===== src/rtl/tlc_pkg.sv =====
// ============================================================================
// tlc_pkg : shared lamp encodings, monitor states and fault codes
// Revision 1.0
// ============================================================================
`default_nettype none

package tlc_pkg;

  localparam logic [2:0] LAMP_RED = 3'b100;
  localparam logic [2:0] LAMP_YEL = 3'b010;
  localparam logic [2:0] LAMP_GRN = 3'b001;
  localparam logic [2:0] LAMP_OFF = 3'b000;

  typedef enum logic [1:0] {
    MON_NORMAL  = 2'd0,
    MON_FLASH   = 2'd1,
    MON_RECOVER = 2'd2
  } mon_state_t;

  localparam logic [2:0] FC_NONE    = 3'd0;
  localparam logic [2:0] FC_INVALID = 3'd1;
  localparam logic [2:0] FC_S_CONF  = 3'd2;
  localparam logic [2:0] FC_MT_CONF = 3'd3;
  localparam logic [2:0] FC_WDOG    = 3'd4;

  typedef struct packed {
    logic [2:0] m1;
    logic [2:0] m2;
    logic [2:0] mt;
    logic [2:0] s;
  } lamps_t;

  localparam lamps_t LAMPS_ALL_RED = {LAMP_RED, LAMP_RED, LAMP_RED, LAMP_RED};

  function automatic logic lamp_onehot(input logic [2:0] l);
    return (l == LAMP_RED) || (l == LAMP_YEL) || (l == LAMP_GRN);
  endfunction

  function automatic logic lamp_green(input logic [2:0] l);
    return (l == LAMP_GRN);
  endfunction

endpackage

`default_nettype wire


===== src/rtl/tlc_flasher.sv =====
// ============================================================================
// tlc_flasher : half-period counter with phase toggle for the fault flash
// Revision 1.0
// ============================================================================
`default_nettype none

module tlc_flasher #(
  parameter int FLASH_HALF = 4
) (
  input  logic clk,
  input  logic rst,
  input  logic restart,
  output logic phase
);

  localparam int CW = (FLASH_HALF < 1) ? 1 : $clog2(FLASH_HALF + 1);
  localparam logic [CW-1:0] c_cnt_last = CW'(FLASH_HALF - 1);

  logic [CW-1:0] r_cnt;
  logic          r_phase;

  // restart parks the flasher so the first flash half is always lamps-on
  always_ff @(posedge clk or posedge rst) begin
    if (rst) begin
      r_cnt   <= '0;
      r_phase <= 1'b1;
    end else if (restart) begin
      r_cnt   <= '0;
      r_phase <= 1'b1;
    end else if (r_cnt == c_cnt_last) begin
      r_cnt   <= '0;
      r_phase <= ~r_phase;
    end else begin
      r_cnt   <= r_cnt + CW'(1);
    end
  end

  assign phase = r_phase;

endmodule

`default_nettype wire


===== src/rtl/tlc_conflict_monitor.sv =====
// ============================================================================
// tlc_conflict_monitor : registers controller lamp buses, detects illegal or
// conflicting aspects and a stalled controller, and forces flashing red.
// Revision 1.0
// ============================================================================
`default_nettype none

module tlc_conflict_monitor
  import tlc_pkg::*;
#(
  parameter int DEBOUNCE    = 2,
  parameter int WDOG        = 64,
  parameter int FLASH_HALF  = 4,
  parameter int RECOVER_CYC = 8
) (
  input  logic       clk,
  input  logic       rst,
  input  logic [2:0] light_M1,
  input  logic [2:0] light_M2,
  input  logic [2:0] light_MT,
  input  logic [2:0] light_S,
  input  logic       clr,
  output logic [2:0] drv_M1,
  output logic [2:0] drv_M2,
  output logic [2:0] drv_MT,
  output logic [2:0] drv_S,
  output logic       fault,
  output logic [2:0] fault_code
);

  localparam int VW = $clog2(DEBOUNCE + 1);
  localparam int WW = $clog2(WDOG + 1);
  localparam int RW = $clog2(RECOVER_CYC + 1);

  localparam logic [VW-1:0] c_viol_last = VW'(DEBOUNCE - 1);
  localparam logic [VW-1:0] c_viol_max  = VW'(DEBOUNCE);
  localparam logic [WW-1:0] c_wd_last   = WW'(WDOG - 1);
  localparam logic [WW-1:0] c_wd_max    = WW'(WDOG);
  localparam logic [RW-1:0] c_rec_last  = RW'(RECOVER_CYC - 1);

  lamps_t        w_in;
  lamps_t        r_in_q;
  lamps_t        r_prev_q;
  lamps_t        r_drv;
  lamps_t        w_drv_nxt;
  mon_state_t    r_state;
  mon_state_t    w_state_nxt;
  logic [VW-1:0] r_viol_cnt;
  logic [VW-1:0] w_viol_nxt;
  logic [WW-1:0] r_wd_cnt;
  logic [WW-1:0] w_wd_nxt;
  logic [RW-1:0] r_rec_cnt;
  logic [RW-1:0] w_rec_nxt;
  logic [2:0]    r_code;
  logic [2:0]    w_code_nxt;

  logic          w_bad_enc;
  logic          w_s_conf;
  logic          w_mt_conf;
  logic          w_viol;
  logic [2:0]    w_cause;
  logic          w_in_chg;
  logic          w_trip_viol;
  logic          w_trip_wd;
  logic          w_restart;
  logic          w_phase;
  logic [2:0]    w_flash_lamp;

  assign w_in = {light_M1, light_M2, light_MT, light_S};

  // Violation decode works on the registered sample only
  assign w_bad_enc = !lamp_onehot(r_in_q.m1) || !lamp_onehot(r_in_q.m2) ||
                     !lamp_onehot(r_in_q.mt) || !lamp_onehot(r_in_q.s);
  assign w_s_conf  = lamp_green(r_in_q.s) &&
                     (lamp_green(r_in_q.m1) || lamp_green(r_in_q.m2) ||
                      lamp_green(r_in_q.mt));
  assign w_mt_conf = lamp_green(r_in_q.mt) && lamp_green(r_in_q.m2);
  assign w_viol    = w_bad_enc || w_s_conf || w_mt_conf;

  always_comb begin
    w_cause = FC_NONE;
    if (w_bad_enc)      w_cause = FC_INVALID;
    else if (w_s_conf)  w_cause = FC_S_CONF;
    else if (w_mt_conf) w_cause = FC_MT_CONF;
  end

  assign w_in_chg    = (r_in_q != r_prev_q);
  assign w_trip_viol = w_viol && (r_viol_cnt == c_viol_last);
  assign w_trip_wd   = !w_in_chg && (r_wd_cnt == c_wd_last);

  assign w_restart = (r_state != MON_FLASH) || clr;

  tlc_flasher #(
    .FLASH_HALF (FLASH_HALF)
  ) u_flasher (
    .clk     (clk),
    .rst     (rst),
    .restart (w_restart),
    .phase   (w_phase)
  );

  assign w_flash_lamp = w_phase ? LAMP_RED : LAMP_OFF;

  always_comb begin
    w_state_nxt = r_state;
    w_drv_nxt   = r_drv;
    w_code_nxt  = r_code;
    w_rec_nxt   = '0;

    if (!w_viol)                      w_viol_nxt = '0;
    else if (r_viol_cnt == c_viol_max) w_viol_nxt = r_viol_cnt;
    else                              w_viol_nxt = r_viol_cnt + VW'(1);

    if ((r_state != MON_NORMAL) || w_in_chg) w_wd_nxt = '0;
    else if (r_wd_cnt == c_wd_max)            w_wd_nxt = r_wd_cnt;
    else                                      w_wd_nxt = r_wd_cnt + WW'(1);

    case (r_state)
      MON_NORMAL: begin
        w_drv_nxt = r_in_q;
        if (w_trip_viol) begin
          w_state_nxt = MON_FLASH;
          w_code_nxt  = w_cause;
          w_drv_nxt   = LAMPS_ALL_RED;
        end else if (w_trip_wd) begin
          w_state_nxt = MON_FLASH;
          w_code_nxt  = FC_WDOG;
          w_drv_nxt   = LAMPS_ALL_RED;
        end
      end
      MON_FLASH: begin
        w_drv_nxt = LAMPS_ALL_RED;
        if (clr) begin
          w_state_nxt = MON_RECOVER;
        end
      end
      MON_RECOVER: begin
        w_drv_nxt = LAMPS_ALL_RED;
        // a fresh conflict during recovery re-trips without debounce
        if (w_viol) begin
          w_state_nxt = MON_FLASH;
          w_code_nxt  = w_cause;
        end else if (r_rec_cnt == c_rec_last) begin
          w_state_nxt = MON_NORMAL;
          w_code_nxt  = FC_NONE;
          w_drv_nxt   = r_in_q;
          w_viol_nxt  = '0;
          w_wd_nxt    = '0;
        end else begin
          w_rec_nxt = r_rec_cnt + RW'(1);
        end
      end
      default: begin
        w_state_nxt = MON_NORMAL;
        w_drv_nxt   = LAMPS_ALL_RED;
        w_code_nxt  = FC_NONE;
      end
    endcase
  end

  always_ff @(posedge clk or posedge rst) begin
    if (rst) begin
      r_state    <= MON_NORMAL;
      r_in_q     <= LAMPS_ALL_RED;
      r_prev_q   <= LAMPS_ALL_RED;
      r_drv      <= LAMPS_ALL_RED;
      r_viol_cnt <= '0;
      r_wd_cnt   <= '0;
      r_rec_cnt  <= '0;
      r_code     <= FC_NONE;
    end else begin
      r_state    <= w_state_nxt;
      r_in_q     <= w_in;
      r_prev_q   <= r_in_q;
      r_drv      <= w_drv_nxt;
      r_viol_cnt <= w_viol_nxt;
      r_wd_cnt   <= w_wd_nxt;
      r_rec_cnt  <= w_rec_nxt;
      r_code     <= w_code_nxt;
    end
  end

  // Flash aspect comes straight from the flasher phase register
  assign drv_M1     = (r_state == MON_FLASH) ? w_flash_lamp : r_drv.m1;
  assign drv_M2     = (r_state == MON_FLASH) ? w_flash_lamp : r_drv.m2;
  assign drv_MT     = (r_state == MON_FLASH) ? w_flash_lamp : r_drv.mt;
  assign drv_S      = (r_state == MON_FLASH) ? w_flash_lamp : r_drv.s;
  assign fault      = (r_state != MON_NORMAL);
  assign fault_code = r_code;

endmodule

`default_nettype wire


===== config.mk =====
export PLATFORM = sky130hd
export DESIGN_NAME = tlc_conflict_monitor
export DESIGN_NICKNAME = d
export VERILOG_FILES = /design/src/rtl/tlc_pkg.sv /design/src/rtl/tlc_flasher.sv /design/src/rtl/tlc_conflict_monitor.sv
export SDC_FILE = /design/constraint.sdc
export NUM_CORES = 1
export LEC_CHECK = 0
export CORE_UTILIZATION = 47
export DETAILED_ROUTE_END_ITERATION = 8
export PLACE_DENSITY = 0.74
export SLEW_MARGIN = 20
export SYNTH_ARGS = -nofsm -noshare
export SYNTH_HDL_FRONTEND = slang
export SYNTH_SLANG_ARGS = --single-unit

===== constraint.sdc =====
create_clock -name clk -period 3 [get_ports clk]
set_clock_uncertainty 0.1 [all_clocks]
set_input_delay 0.9 -clock clk [delete_from_list [all_inputs] [get_ports clk]]
set_output_delay 0.9 -clock clk [all_outputs]
set_load 0.03 [all_outputs]

==> results of run 1 <==
worst max-delay path by stage:
stage	from	endpoint	slack, ns	cells after the start
floorplan	rst	fault_code[0]	0.59	1
global placement	r_state[0]	drv_S[1]	0.47	5
detailed placement	r_state[0]	drv_MT[1]	0.44	5
CTS	r_state[0]	drv_M2[2]	0.07	5
global route	r_state[0]	drv_M1[0]	0.009	5
finish	r_state[0]	drv_M1[0]	0.11	5
cell type report:
| class | instances | area [µm²] |
|---|---|---|
| Fill cell | 413 | 1810 |
| Sequential cell | 58 | 1470 |
| Multi-Input combinational cell | 137 | 933 |
| Timing Repair Buffer | 33 | 358 |
| Clock buffer | 13 | 149 |
| Tap cell | 67 | 83.8 |
| Clock inverter | 3 | 40.0 |
| Inverter | 10 | 37.5 |
what timing repair did:
action	CTS	global route
buffers inserted	0	0
hold buffers	0	0
endpoints found under the setup margin	0	9
gates resized for setup	0	9
cells by family after synthesis:
family / count (synthesis) / synth area share
and+or+nand+nor: 85 / 0.188
buffers and inverters: 13 / 0.0229
adders and majority gates: 6 / 0.0305
AOI/OAI and AO/OA: 25 / 0.0861
DFF: 58 / 0.597
xor gates and xnor gates: 21 / 0.0748
metrics by stage:
| stage | instance area, µm² | hold WS (ns) |
|---|---|---|
| floorplan | 2460 | 0.278 |
| global placement | 2860 | 0.294 |
| detailed placement | 2860 | 0.297 |
| CTS | 3050 | 0.301 |
| global route | 3070 | 0.305 |
| finish | 3070 | 0.300 |
power breakdown:
group	total, mW	internal [mW]	switching [mW]
clock	0.686	0.404	0.282
sequential	0.969	0.906	0.0634
combinational	0.726	0.313	0.413
placed cells by master (no fill, tap or decap), types with 3 or more instances in the layout:
cell and n:
clkbuf_8 10, dfstp_2 13, or2_1 4, nand4_1 3, xor2_1 3, and3_1 3, dlymetal6s2s_1 9, nand3_1 8
nor2b_1 17, clkbuf_1 3, o21bai_1 4, xnor2_1 18, dfrtp_1 45, inv_1 9, nor3_1 3, nor2_1 18
ha_1 6, o21ai_0 4, clkdlybuf4s50_1 21, and2b_1 3, nand2_1 14
layer usage:
metal,routed length [µm],track usage,vias to the layer above,share of wire
met5,0,0,-,0
met4,70,0.0860,0,0.017
met3,207,0.0732,9,0.050
met2,1940,0.270,36,0.47
met1,1950,0.237,761,0.47
li1,-,-,782,-
flip-flops by register name, indices dropped and copies added (netlist names):
signal	cells
r_drv	12
r_in_q	12
r_prev_q	12
r_wd_cnt	7
r_rec_cnt	4
fault_code	3
u_flasher.r_cnt	3
r_state	2
r_viol_cnt	2
u_flasher.phase	1
==> run summary, run 1 <==
LEAKAGE = 1.40 nW
startpoint types = flop
Final Hold Viols = 0
status = completed
YS warnings = 0
Util after Layout = 0.629
share of the synthesized area in the top cell type = 0.458
total power = 2.38 mW
n_diodes = 0
Crit path largest cell delay = 0.67 ns
First-pass DRT Iterations = 4
post-placement setup slack = 0.443 ns
CTS Buf Count = 9
detailed-route via count = 1588
Die Y = 74.3 µm
H-tree Lvls = 3
initial antenna violation count = 0
RR Startpoint = r_in_q[11]
critical-path cell list = inv_1 > nor2_1 > buf_4 > nor2b_1 > clkdlybuf4s50_1
non-filler cells, final = 321
first-pass GRT wire length = 7110 µm
number of global-route vias before repair = 1525
Setup TNS Final = 0 ns
main flop type after synthesis = dfrtp_1
DRC Markers = 0
count of cell types in the netlist = 40
Max-slew headroom = 0.655
Placed Cells = 305
row cnt = 25
clk slew on worst S/H paths = 0.06 ns
die area = 5520 µm²
capturing point of the worst reg2reg path = fault_code[1]
Synth Register Bits = 58
worst path bufs/invs = 3
Seq/Total Area, Yosys = 0.597
setup ws final = 0.114 ns
R2R setup slack = 0.46 ns
core region area = 4880 µm²
clk sinks = 58
Reg2Reg Depth = 6
final net count = 270
clk buf depth = 2
crit-path max FO = 10
most common cell in the netlist = dfrtp_1
number of synthesized flops with an enable pin = 0
critical path's slowest cell = clkdlybuf4s50_1
peak supply drop = 0.343 mV
largest net degree at the start of global routing = 35
power density over the cells = 776 nW/µm²
WL final = 4170 µm
hold depth = 0
kind of cell adding the most delay to the critical path = buffers and inverters
Placer Congestion = 0.893
P&R area growth vs syn = 24.9%
ANT nets after route = 0
Worst-Skew Late Latency = 0.34 ns
Synth Instances = 208
CP Data Arrival Time = 1.89 ns
vias per cell = 4.95
Hold Startpoint = r_in_q[2]
Post-synth top cells = 45 x dfrtp_1, 18 x nor2_1, 18 x xnor2_1, 17 x nor2b_1, 14 x nand2_1
synthesized cell area = 2460 µm²
share of layout cells above drive strength 1 = 0.142
Hold Path End = r_prev_q[2]
gr usage total = 0.182
critical setup path kind = reg2out
required time of the critical path = 2.00 ns
Least-Margin Pin Slew = 0.517 ns
top cells by area, synth = dfrtp_1 46%, dfstp_2 14%, xnor2_1 6.4%, nor2b_1 4.3%, ha_1 3.1%
RSZ-0062 raised after global routing = no
final setup vio count = 0
Mapped Nets = 229
GRT overflow = 0
CTS tree = done
1st-iter DRT viols = 105
post-route clock period utilization = 0.962
post-DP HPWL = 3010 µm
Starting Density = 0.504
Critical Path Sink Type = output pin
leading area contributor after synthesis = dfrtp_1
maxcap violations = 0
Hold WC Path Type = reg2reg
ys async rst share = 1.00
clk root buf = clkbuf_8
syn avg cell area = 11.8 µm²
Final Max Slew Viols = 0
WL/cell = 13.0 µm
clock period minus final worst setup slack = 2.89 ns
Fmax achieved = 346 MHz
die width = 74.3 µm
IO buf count = 30
I/O Pins = 31
(Power assumes the default switching activity.)
==> inputs of run 2 (changes only) <==
CORE_UTILIZATION = 54   (was 47)
PLACE_DENSITY = 0.83   (was 0.74)
==> run summary, run 2 (synthesis gave the netlist of run 1 again) <==
status = completed (unchanged)
WL/cell = 14.1 µm (was 13.0 µm)
ANT nets after route = 0 (unchanged)
multi-input logic area = 933 µm² (unchanged)
I/O Pins = 31 (unchanged)
CP Data Arrival Time = 1.88 ns (was 1.89 ns)
max layer used = met4 (unchanged)
Hold Startpoint = r_in_q[2] (unchanged)
FF/Latch Area = 1470 µm² (unchanged)
core region area = 4350 µm² (was 4880 µm²)
Worst-Skew Late Latency = 0.33 ns (was 0.34 ns)
Final Max Slew Viols = 0 (unchanged)
met2 WL = 2090 µm (was 1940 µm)
share of layout cells above drive strength 1 = 0.154 (was 0.142)
first-pass GRT wire length = 7550 µm (was 7110 µm)
Placer Congestion = 0.824 (was 0.893)
Least-Margin Pin Slew = 0.575 ns (was 0.517 ns)
clock period minus final worst setup slack = 2.88 ns (was 2.89 ns)
Fill cells = 326 (was 413)
Setup TNS Final = 0 ns (unchanged)
Starting Density = 0.564 (was 0.504)
number of global-route vias before repair = 1580 (was 1525)
peak supply drop = 0.413 mV (was 0.343 mV)
required time of the critical path = 2.00 ns (about the same)
largest net degree at the start of global routing = 33 (was 35)
critical setup path kind = reg2out (unchanged)
clk sinks = 58 (unchanged)
CTS tree = done (unchanged)
Crit. Startpoint = r_state[0] (unchanged)
IO buf count = 30 (unchanged)
P&R area growth vs syn = 24.3% (was 24.9%)
gr usage total = 0.212 (was 0.182)
CTS Buf Count = 9 (unchanged)
commonest non-fill, non-tap cells in the layout = 45 x dfrtp_1, 20 x clkdlybuf4s50_1, 18 x nor2_1, 18 x xnor2_1, 17 x nor2b_1 (was 45 x dfrtp_1, 21 x clkdlybuf4s50_1, 18 x nor2_1, 18 x xnor2_1, 17 x nor2b_1)
1st-iter DRT viols = 120 (was 105)
WL final = 4310 µm (was 4170 µm)
die width = 69.5 µm (was 74.3 µm)
Critical Path Sink Type = output pin (unchanged)
initial antenna violation count = 0 (unchanged)
post-route clock period utilization = 0.961 (was 0.962)
n_diodes = 0 (unchanged)
clk root buf = clkbuf_8 (unchanged)
First-pass DRT Iterations = 4 (unchanged)
RSZ-0062 raised after global routing = no (unchanged)
Util after Layout = 0.701 (was 0.629)
row cnt = 24 (was 25)
detailed-route via count = 1617 (was 1588)
Max-slew headroom = 0.616 (was 0.655)
Hold WC Path Type = reg2reg (unchanged)
vias per cell = 5.28 (was 4.95)
RR Startpoint = r_in_q[11] (unchanged)
startpoint types = flop (unchanged)
non-filler cells, final = 306 (was 321)
met1 WL = 1960 µm (was 1950 µm)
clk buf depth = 2 (unchanged)
crit-path max FO = 10 (unchanged)
met3 wire length = 179 µm (was 207 µm)
final net count = 270 (unchanged)
most common cell after layout, fill and taps aside = dfrtp_1 (unchanged)
power density over the cells = 769 nW/µm² (was 776 nW/µm²)
Fmax achieved = 347 MHz (was 346 MHz)
GRT overflow = 0 (unchanged)
die area = 4820 µm² (was 5520 µm²)
Die Y = 69.5 µm (was 74.3 µm)
Final Hold Viols = 0 (unchanged)
Placed Cells = 290 (was 305)
H-tree Lvls = 3 (unchanged)
clk slew on worst S/H paths = 0.06 ns (about the same)
top flop regs = r_drv: 12 flops, r_in_q: 12 flops, r_prev_q: 12 flops (unchanged)
DRC Markers = 0 (unchanged)
maxcap violations = 0 (unchanged)
post-CTS repair timing setup buffer count = 0 (unchanged)
final setup vio count = 0 (unchanged)
LEAKAGE = 1.42 nW (was 1.40 nW)
post-DP HPWL = 2970 µm (was 3010 µm)
## run 2: cell count changes in the layout (fill, tap and decap cells not counted), sizes merged
cell / previous run / this run
clkbuf: 13 / 12
clkinvlp: 0 / 2
clkdlybuf4s50: 21 / 20
bufinv: 1 / 0
dlymetal6s2s: 9 / 10
## run 2: layer usage
layer  GRT usage  vias up
met5           0        -
met1       0.277      784
met3      0.0669        8
met4       0.102        0
li1            -      783
met2       0.321       42
## run 2: worst paths after layout
check | endpoint | slack [ns] | depth (start not counted)
max reg2reg | fault_code[1] | 0.48 | 6
max in group asynchronous | r_in_q[2] | 1.32 | 3
max | drv_M1[1] | 0.12 | 5
min reg2reg | r_prev_q[2] | 0.30 | 0
min in group asynchronous | fault_code[2] | 0.85 | 2
min | r_prev_q[2] | 0.30 | 0
## run 2: cell type report
cell class                      instances  share of cell area
Clock buffer                           12              0.0541
Sequential cell                        58               0.481
Tap cell                               52              0.0213
Multi-Input combinational cell        137               0.306
Inverter                               10              0.0123
Timing Repair Buffer                   33               0.118
Clock inverter                          4             0.00819
## run 2: where the power goes
| group | leakage (nW) | internal, mW | switching, mW | total (mW) |
|---|---|---|---|---|
| clock network | 0.0944 | 0.364 | 0.291 | 0.654 |
| logic | 0.611 | 0.313 | 0.414 | 0.727 |
| registers | 0.714 | 0.905 | 0.0613 | 0.967 |
| total | 1.42 | 1.58 | 0.766 | 2.35 |
## run 2: what timing repair did
item / in CTS / in global routing
endpoints found under the setup margin: 0 / 10
endpoints found under the hold margin: 0 / 0
hold buffers: 0 / 0
resized for setup: 0 / 10
## run 2: stage by stage
| step | total power [mW] | hold slack, ns | setup slack [ns] | instance area [µm²] |
|---|---|---|---|---|
| detailed placement | 1.72 | 0.291 | 0.428 | 2840 |
| global route | 2.49 | 0.304 | 0.00121 | 3050 |
| CTS | 2.39 | 0.300 | 0.0614 | 3030 |
| finish | 2.35 | 0.300 | 0.116 | 3050 |
| global placement | 1.70 | 0.293 | 0.476 | 2840 |
| floorplan | 1.47 | 0.278 | 0.594 | 2460 |
## run 2: critical path, cell delays in order, from the launching register on
cell and delay (ns):
dfrtp_1 0.44, inv_1 0.10, nor2_1 0.06, buf_4 0.17, nor2b_1 0.11, clkdlybuf4s50_1 0.67
